[src/rtl/code_bucket_counter_if.sv]
// code_bucket_counter_if: the code stream into the block and the classified stream out of it.
// Latency: none; this is a bundle of wires.
// Backpressure: in_ready/out_ready carry the valid/ready handshake on each side.
// Ports: in_valid/in_ready/in_code (upstream), out_valid/out_ready/out_code/out_bucket/out_umiss (downstream).
// master = the environment (drives codes, consumes results); slave = code_bucket_counter.
interface code_bucket_counter_if;
  logic       in_valid;
  logic       in_ready;
  logic [7:0] in_code;
  logic       out_valid;
  logic       out_ready;
  logic [7:0] out_code;
  logic [1:0] out_bucket;
  logic       out_umiss;

  modport master (
    output in_valid, in_code, out_ready,
    input  in_ready, out_valid, out_code, out_bucket, out_umiss
  );

  modport slave (
    input  in_valid, in_code, out_ready,
    output in_ready, out_valid, out_code, out_bucket, out_umiss
  );
endinterface

[src/rtl/code_bucket_counter.sv]
// code_bucket_counter: classifies byte codes into priority buckets, keeps saturating stats, forwards code+bucket.
// Latency: one cycle from accept to out_valid on the registered output stage.
// Backpressure: in_ready = !out_valid | out_ready; the output holds while out_valid & !out_ready.
// Ports: clk, rst (async, active-high); bus (slave side of code_bucket_counter_if);
//        clr (sync clear of stats), cnt_sel / cnt_rd (counter readback), umiss_sticky.
module code_bucket_counter #(
  parameter int CNT_W = 16
) (
  input  logic                        clk,
  input  logic                        rst,
  code_bucket_counter_if.slave        bus,
  input  logic                        clr,
  input  logic [2:0]                  cnt_sel,
  output logic [CNT_W-1:0]            cnt_rd,
  output logic                        umiss_sticky
);
  localparam logic [CNT_W-1:0] CNT_MAX = '1;
  localparam logic [CNT_W-1:0] CNT_ONE = {{(CNT_W-1){1'b0}}, 1'b1};

  logic             out_valid_q,  out_valid_d;
  logic [7:0]       out_code_q,   out_code_d;
  logic [1:0]       out_bucket_q, out_bucket_d;
  logic             out_umiss_q,  out_umiss_d;
  logic [CNT_W-1:0] bkt_cnt_q [4];
  logic [CNT_W-1:0] bkt_cnt_d [4];
  logic [CNT_W-1:0] miss_cnt_q, miss_cnt_d;
  logic             umiss_sticky_q, umiss_sticky_d;

  logic             accept;
  logic [1:0]       in_bucket;
  logic             in_umiss;

  function automatic logic [CNT_W-1:0] sat_inc(input logic [CNT_W-1:0] v);
    return (v == CNT_MAX) ? v : v + CNT_ONE;
  endfunction

  // Priority classification: first matching rule wins.
  always_comb begin
    if (bus.in_code[7:3] != 5'd0) begin
      in_bucket = 2'd3;
    end else if (bus.in_code[2:1] == 2'd0) begin
      in_bucket = 2'd0;
    end else if (!bus.in_code[2]) begin
      in_bucket = 2'd1;
    end else begin
      in_bucket = 2'd2;
    end
    // Only 0,1,2,4 decode uniquely; 3 and 5..7 share a bucket yet still miss.
    in_umiss = !((bus.in_code == 8'd0) || (bus.in_code == 8'd1) ||
                 (bus.in_code == 8'd2) || (bus.in_code == 8'd4));
  end

  // No bubble: a draining output slot can be refilled in the same cycle.
  assign bus.in_ready = !out_valid_q | bus.out_ready;
  assign accept       = bus.in_valid & bus.in_ready;

  always_comb begin
    out_valid_d    = out_valid_q;
    out_code_d     = out_code_q;
    out_bucket_d   = out_bucket_q;
    out_umiss_d    = out_umiss_q;
    bkt_cnt_d      = bkt_cnt_q;
    miss_cnt_d     = miss_cnt_q;
    umiss_sticky_d = umiss_sticky_q;

    if (accept) begin
      out_valid_d  = 1'b1;
      out_code_d   = bus.in_code;
      out_bucket_d = in_bucket;
      out_umiss_d  = in_umiss;
    end else if (bus.out_ready) begin
      out_valid_d  = 1'b0;
    end

    // clr takes priority over counting, but never blocks forwarding above.
    if (clr) begin
      for (int i = 0; i < 4; i++) begin
        bkt_cnt_d[i] = '0;
      end
      miss_cnt_d     = '0;
      umiss_sticky_d = 1'b0;
    end else if (accept) begin
      bkt_cnt_d[in_bucket] = sat_inc(bkt_cnt_q[in_bucket]);
      if (in_umiss) begin
        miss_cnt_d     = sat_inc(miss_cnt_q);
        umiss_sticky_d = 1'b1;
      end
    end
  end

  always_ff @(posedge clk or posedge rst) begin
    if (rst) begin
      out_valid_q    <= 1'b0;
      out_code_q     <= 8'd0;
      out_bucket_q   <= 2'd0;
      out_umiss_q    <= 1'b0;
      for (int i = 0; i < 4; i++) begin
        bkt_cnt_q[i] <= '0;
      end
      miss_cnt_q     <= '0;
      umiss_sticky_q <= 1'b0;
    end else begin
      out_valid_q    <= out_valid_d;
      out_code_q     <= out_code_d;
      out_bucket_q   <= out_bucket_d;
      out_umiss_q    <= out_umiss_d;
      for (int i = 0; i < 4; i++) begin
        bkt_cnt_q[i] <= bkt_cnt_d[i];
      end
      miss_cnt_q     <= miss_cnt_d;
      umiss_sticky_q <= umiss_sticky_d;
    end
  end

  assign bus.out_valid  = out_valid_q;
  assign bus.out_code   = out_code_q;
  assign bus.out_bucket = out_bucket_q;
  assign bus.out_umiss  = out_umiss_q;
  assign umiss_sticky   = umiss_sticky_q;

  // Readback shows stored values, so an accept becomes visible one cycle later.
  always_comb begin
    case (cnt_sel)
      3'd0, 3'd1, 3'd2, 3'd3: cnt_rd = bkt_cnt_q[cnt_sel[1:0]];
      3'd4:                   cnt_rd = miss_cnt_q;
      default:                cnt_rd = '0;
    endcase
  end
endmodule

[src/flat_wrapper.sv]
// flat-port wrapper written by rule: the top's interface ports become plain ports
module code_bucket_counter_flat 
#(
  parameter int CNT_W = 16
)
  (clk, rst, clr, cnt_sel, cnt_rd, umiss_sticky, bus_in_valid, bus_in_code, bus_out_ready, bus_in_ready, bus_out_valid, bus_out_code, bus_out_bucket, bus_out_umiss);
  code_bucket_counter_if bus_i ();
  input  logic clk;
  input  logic rst;
  input  logic clr;
  input  logic [2:0] cnt_sel;
  output logic [CNT_W-1:0] cnt_rd;
  output logic umiss_sticky;
  input wire logic [$bits(bus_i.in_valid)-1:0] bus_in_valid;
  input wire logic [$bits(bus_i.in_code)-1:0] bus_in_code;
  input wire logic [$bits(bus_i.out_ready)-1:0] bus_out_ready;
  output wire logic [$bits(bus_i.in_ready)-1:0] bus_in_ready;
  output wire logic [$bits(bus_i.out_valid)-1:0] bus_out_valid;
  output wire logic [$bits(bus_i.out_code)-1:0] bus_out_code;
  output wire logic [$bits(bus_i.out_bucket)-1:0] bus_out_bucket;
  output wire logic [$bits(bus_i.out_umiss)-1:0] bus_out_umiss;
  assign bus_i.in_valid = bus_in_valid;
  assign bus_i.in_code = bus_in_code;
  assign bus_i.out_ready = bus_out_ready;
  assign bus_in_ready = bus_i.in_ready;
  assign bus_out_valid = bus_i.out_valid;
  assign bus_out_code = bus_i.out_code;
  assign bus_out_bucket = bus_i.out_bucket;
  assign bus_out_umiss = bus_i.out_umiss;
  code_bucket_counter #(.CNT_W(CNT_W)) u_core (.clk(clk), .rst(rst), .bus(bus_i), .clr(clr), .cnt_sel(cnt_sel), .cnt_rd(cnt_rd), .umiss_sticky(umiss_sticky));
endmodule
[config.mk]
export PLATFORM = sky130hd
export DESIGN_NAME = code_bucket_counter_flat
export DESIGN_NICKNAME = d
export VERILOG_FILES = /design/src/rtl/code_bucket_counter_if.sv /design/src/rtl/code_bucket_counter.sv /design/src/flat_wrapper.sv
export SDC_FILE = /design/constraint.sdc
export NUM_CORES = 1
export LEC_CHECK = 0
export BUFFER_PORTS_ARGS = -buffer_cell sky130_fd_sc_hd__buf_2
export CAP_MARGIN = 20
export CORE_MARGIN = 1.5
export CORE_UTILIZATION = 35
export DETAILED_ROUTE_END_ITERATION = 6
export GPL_ROUTABILITY_DRIVEN = 0
export PLACE_DENSITY_LB_ADDON = 0.08
export SLEW_MARGIN = 40
export SYNTH_ARGS = -nofsm -noshare
export SYNTH_HDL_FRONTEND = slang
export SYNTH_SLANG_ARGS = --single-unit
export TNS_END_PERCENT = 100
[constraint.sdc]
create_clock -name clk -period 3.4 [get_ports clk]
set_input_delay 0.17 -clock clk [delete_from_list [all_inputs] [get_ports clk]]
set_output_delay 0.17 -clock clk [all_outputs]
set_load 0.01 [all_outputs]
==> flow_summary.yaml <==
global_routing:
  grt_antenna_before_repair: 0
  grt_pass1_wl_um: 32000
  grt_overflow_total: 0
  grt_pass1_vias: 5279
  grt_max_degree: 45
  track_usage: 0.242
yosys:
  ys_warn_count: 0
  synth_top_area_frac: 0.404
  ys_async_sr_fraction: 1.00
  synth_area_mm2: 0.00576
  ys.flop_type: "dfrtp_1"
  synth_fa_ha_area_frac: 0.00608
  synth_edf_count: 0
  synth_mux_area_frac: 0.106
  synth_xor_area_frac: 0.0258
  synth_area_leader_cell: "dfrtp_1"
  yosysUniqueCellTypes: 62
  syn_inst: 635
  synth_seq_cells: 93
  ys_seq_area_frac: 0.404
  syn_area_per_cell_um2: 9.07
  synthesis.nets: 653
  synth-simple-area-share: 0.213
  synth_common_cells: "dfrtp_1, nor2_1, nand2_1"
  yosysMostFrequentCell: "dfrtp_1"
  synth_top_family_by_area: "simple AND/OR/NAND/NOR gates"
  synth_compound_area_frac: 0.204
  yosys-top-cells-area: "dfrtp_1, mux2i_1, nor2_1"
power:
  p_leak_nw: 2.84
  total_power_mw: 2.51
  power.density_mw_per_mm2: 371
  vdd_drop_max_mv: 0.296
status:
  outcome: "completed"
setup_path:
  cp-startpoint: "bus_in_code[3]"
  cp-end-kind: "flip-flop"
  startpoint_type: "input port"
  reg2reg_depth: 8
  arrival_ns: 3.14
  worstSetupEndpoint: "u_core.bkt_cnt_q[35]"
  ff2ff_setup_slack_ns: 0.65
  worstReg2RegEnd: "u_core.bkt_cnt_q[12]"
  max_stage_delay_ns: 0.67
  critical_path_class: "in -> reg"
  rr_startpoint: "u_core.bkt_cnt_q[52]"
  critPathSlowestCell: "or4_4"
  required_ns: 3.62
  path_max_fanout: 23
  path_cells: "buf_2, or3_1, or2_1, buf_12, o41ai_2, buf_4, nand3_1, or4_4, a221oi_2, o32ai_1"
route:
  drc: 0
  routed_wl_um: 20500
  drtAntennaViolNets: 0
  wire_per_inst_um: 22.4
  drt_iter0_markers: 561
  num_vias: 5400
  dr.pass1.iters: 6
  via_per_inst: 5.92
place:
  dpl.cell_count: 896
  io_buffers: 45
  place.detailed.hpwl_um: 14400
  placed_area_mm2: 0.00644
finish:
  fin_cells: 912
  diodes: 0
  drive_gt1_frac: 0.204
  multi_input_area_mm2: 0.00321
  final_area_mm2: 0.00676
  syn_to_final_growth_pct: 17.4
  fillers: 1649
  seq_area_mm2: 0.00233
  nets: 710
  utilization: 0.423
floorplan:
  initial_core_util: 0.360
  fp-row-count: 46
  die_h_um: 131
  io_pins: 46
  core_mm2: 0.0160
  design.die.area_mm2: 0.0172
  dieWidth_um: 131
cts:
  clk_pin_slew_worst_paths_ns: 0.07
  post_cts.repair.setup_buffers: 0
  clk_latency_ns: 0.35
  cts_resized: 0
  cts_tree: "done"
  htree_num_levels: 3
  cts_made_buffers: 9
  root_buffer: "clkbuf_16"
  ctsLongestPathBuffers: 2
  cts.sink_count: 93
sta:
  hold_violations: 0
  setup_tns_ns: 0
  skew_ns: 0.00881
  final-setup-viol-count: 0
  maxSlewViolCount: 0
  slew_headroom: 0.590
  max_freq_mhz: 342
  finalCriticalPeriod_ns: 2.92
  period_share: 0.860
  worst_slew_pin_slew_ns: 0.609
  rsz0062_at_grt: "no"
flow_run:
  maxCapViolCount: 0
worst_hold_path:
  hp-class: "in -> reg"
[layer usage]
layer / share of wire / track usage
met2: 0.46 / 0.384
met4: 0.018 / 0.0747
met5: 0 / 0
met3: 0.048 / 0.0394
met1: 0.47 / 0.339
[area by class of cell]
class / count / area share
multi-input combinational: 490 / 0.474
inverter: 3 / 0.00203
timing repair buffer: 95 / 0.0947
clock inverter: 4 / 0.0109
clock buffer: 11 / 0.0344
sequential: 93 / 0.344
tap: 216 / 0.0400
[state kept, by name, summed over array words and instances (netlist names)]
| register | flops |
|---|---|
| u_core.bkt_cnt_q | 64 |
| u_core.bus.out_bucket | 2 |
| u_core.umiss_sticky | 1 |
| u_core.bus.out_code | 8 |
| u_core.bus.out_valid | 1 |
| u_core.bus.out_umiss | 1 |
| u_core.miss_cnt_q | 16 |
[worst min-delay path by stage]
stage,slack (ns),to,from,cells past startpoint
after CTS,0.04,u_core.bus.out_valid,bus_in_valid,2
after global routing,0.06,u_core.bus.out_code[6],bus_in_code[6],2
after floorplan,0.28,u_core.bus.out_valid,bus_in_valid,1
after detailed placement,0.29,u_core.miss_cnt_q[7],rst,2
after global placement,0.28,u_core.miss_cnt_q[7],rst,2
final,0.05,u_core.bus.out_valid,bus_in_valid,2
[cell families (layout without fill, tap and decap cells)]
family                     count (synthesis)  count (layout)
muxes                                     59              59
xor gates and xnor gates                  17              17
DFF                                       93              93
buffers and inverters                     52             113
AOI/OAI and AO/OA                        168             168
and+or+nand+nor                          243             243
adders and majority gates                  3               3
[report_power, final]
part / switching (mW) / leakage, nW / total (mW) / internal (mW)
registers: 0.0150 / 1.26 / 1.14 / 1.13
logic: 0.185 / 1.43 / 0.275 / 0.0897
clock network: 0.446 / 0.150 / 1.09 / 0.642
total: 0.646 / 2.84 / 2.51 / 1.86
[critical path, delay by kind of cell]
kind | cells | cell delay (ns)
compound gates | 3 | 0.95
buf+inv | 3 | 0.49
simple gates | 4 | 1.51
[placed cells by master, fill, tap and decap left out, drive strengths merged, types with 6 or more instances in the layout]
cell type and n:
nor2 62, nor2b 25, buf 94, a21oi 24
o22ai 20, xor2 12, mux2i 41, a211oi 13
nor3 15, nand3 28, or4 6, o31ai 24
nand2 59, nor4 11, o31a 8, mux2 18
nand4 13, o21ai 39, dfrtp 93, clkbuf 11
[stage by stage]
| stage | hold WS [ns] | worst slack, ns |
|---|---|---|
| after floorplan | 0.278 | 0.257 |
| after global placement | 0.284 | 0.188 |
| after detailed placement | 0.290 | 0.140 |
| after CTS | 0.0398 | 0.513 |
| after global routing | 0.0572 | 0.364 |
| final | 0.0530 | 0.476 |
[what timing repair did]
action / in CTS / in global routing
hold buffers: 1 / 0
endpoints found under the hold margin: 42 / 0
endpoints found under the setup margin: 0 / 0
(Power assumes the default switching activity.)
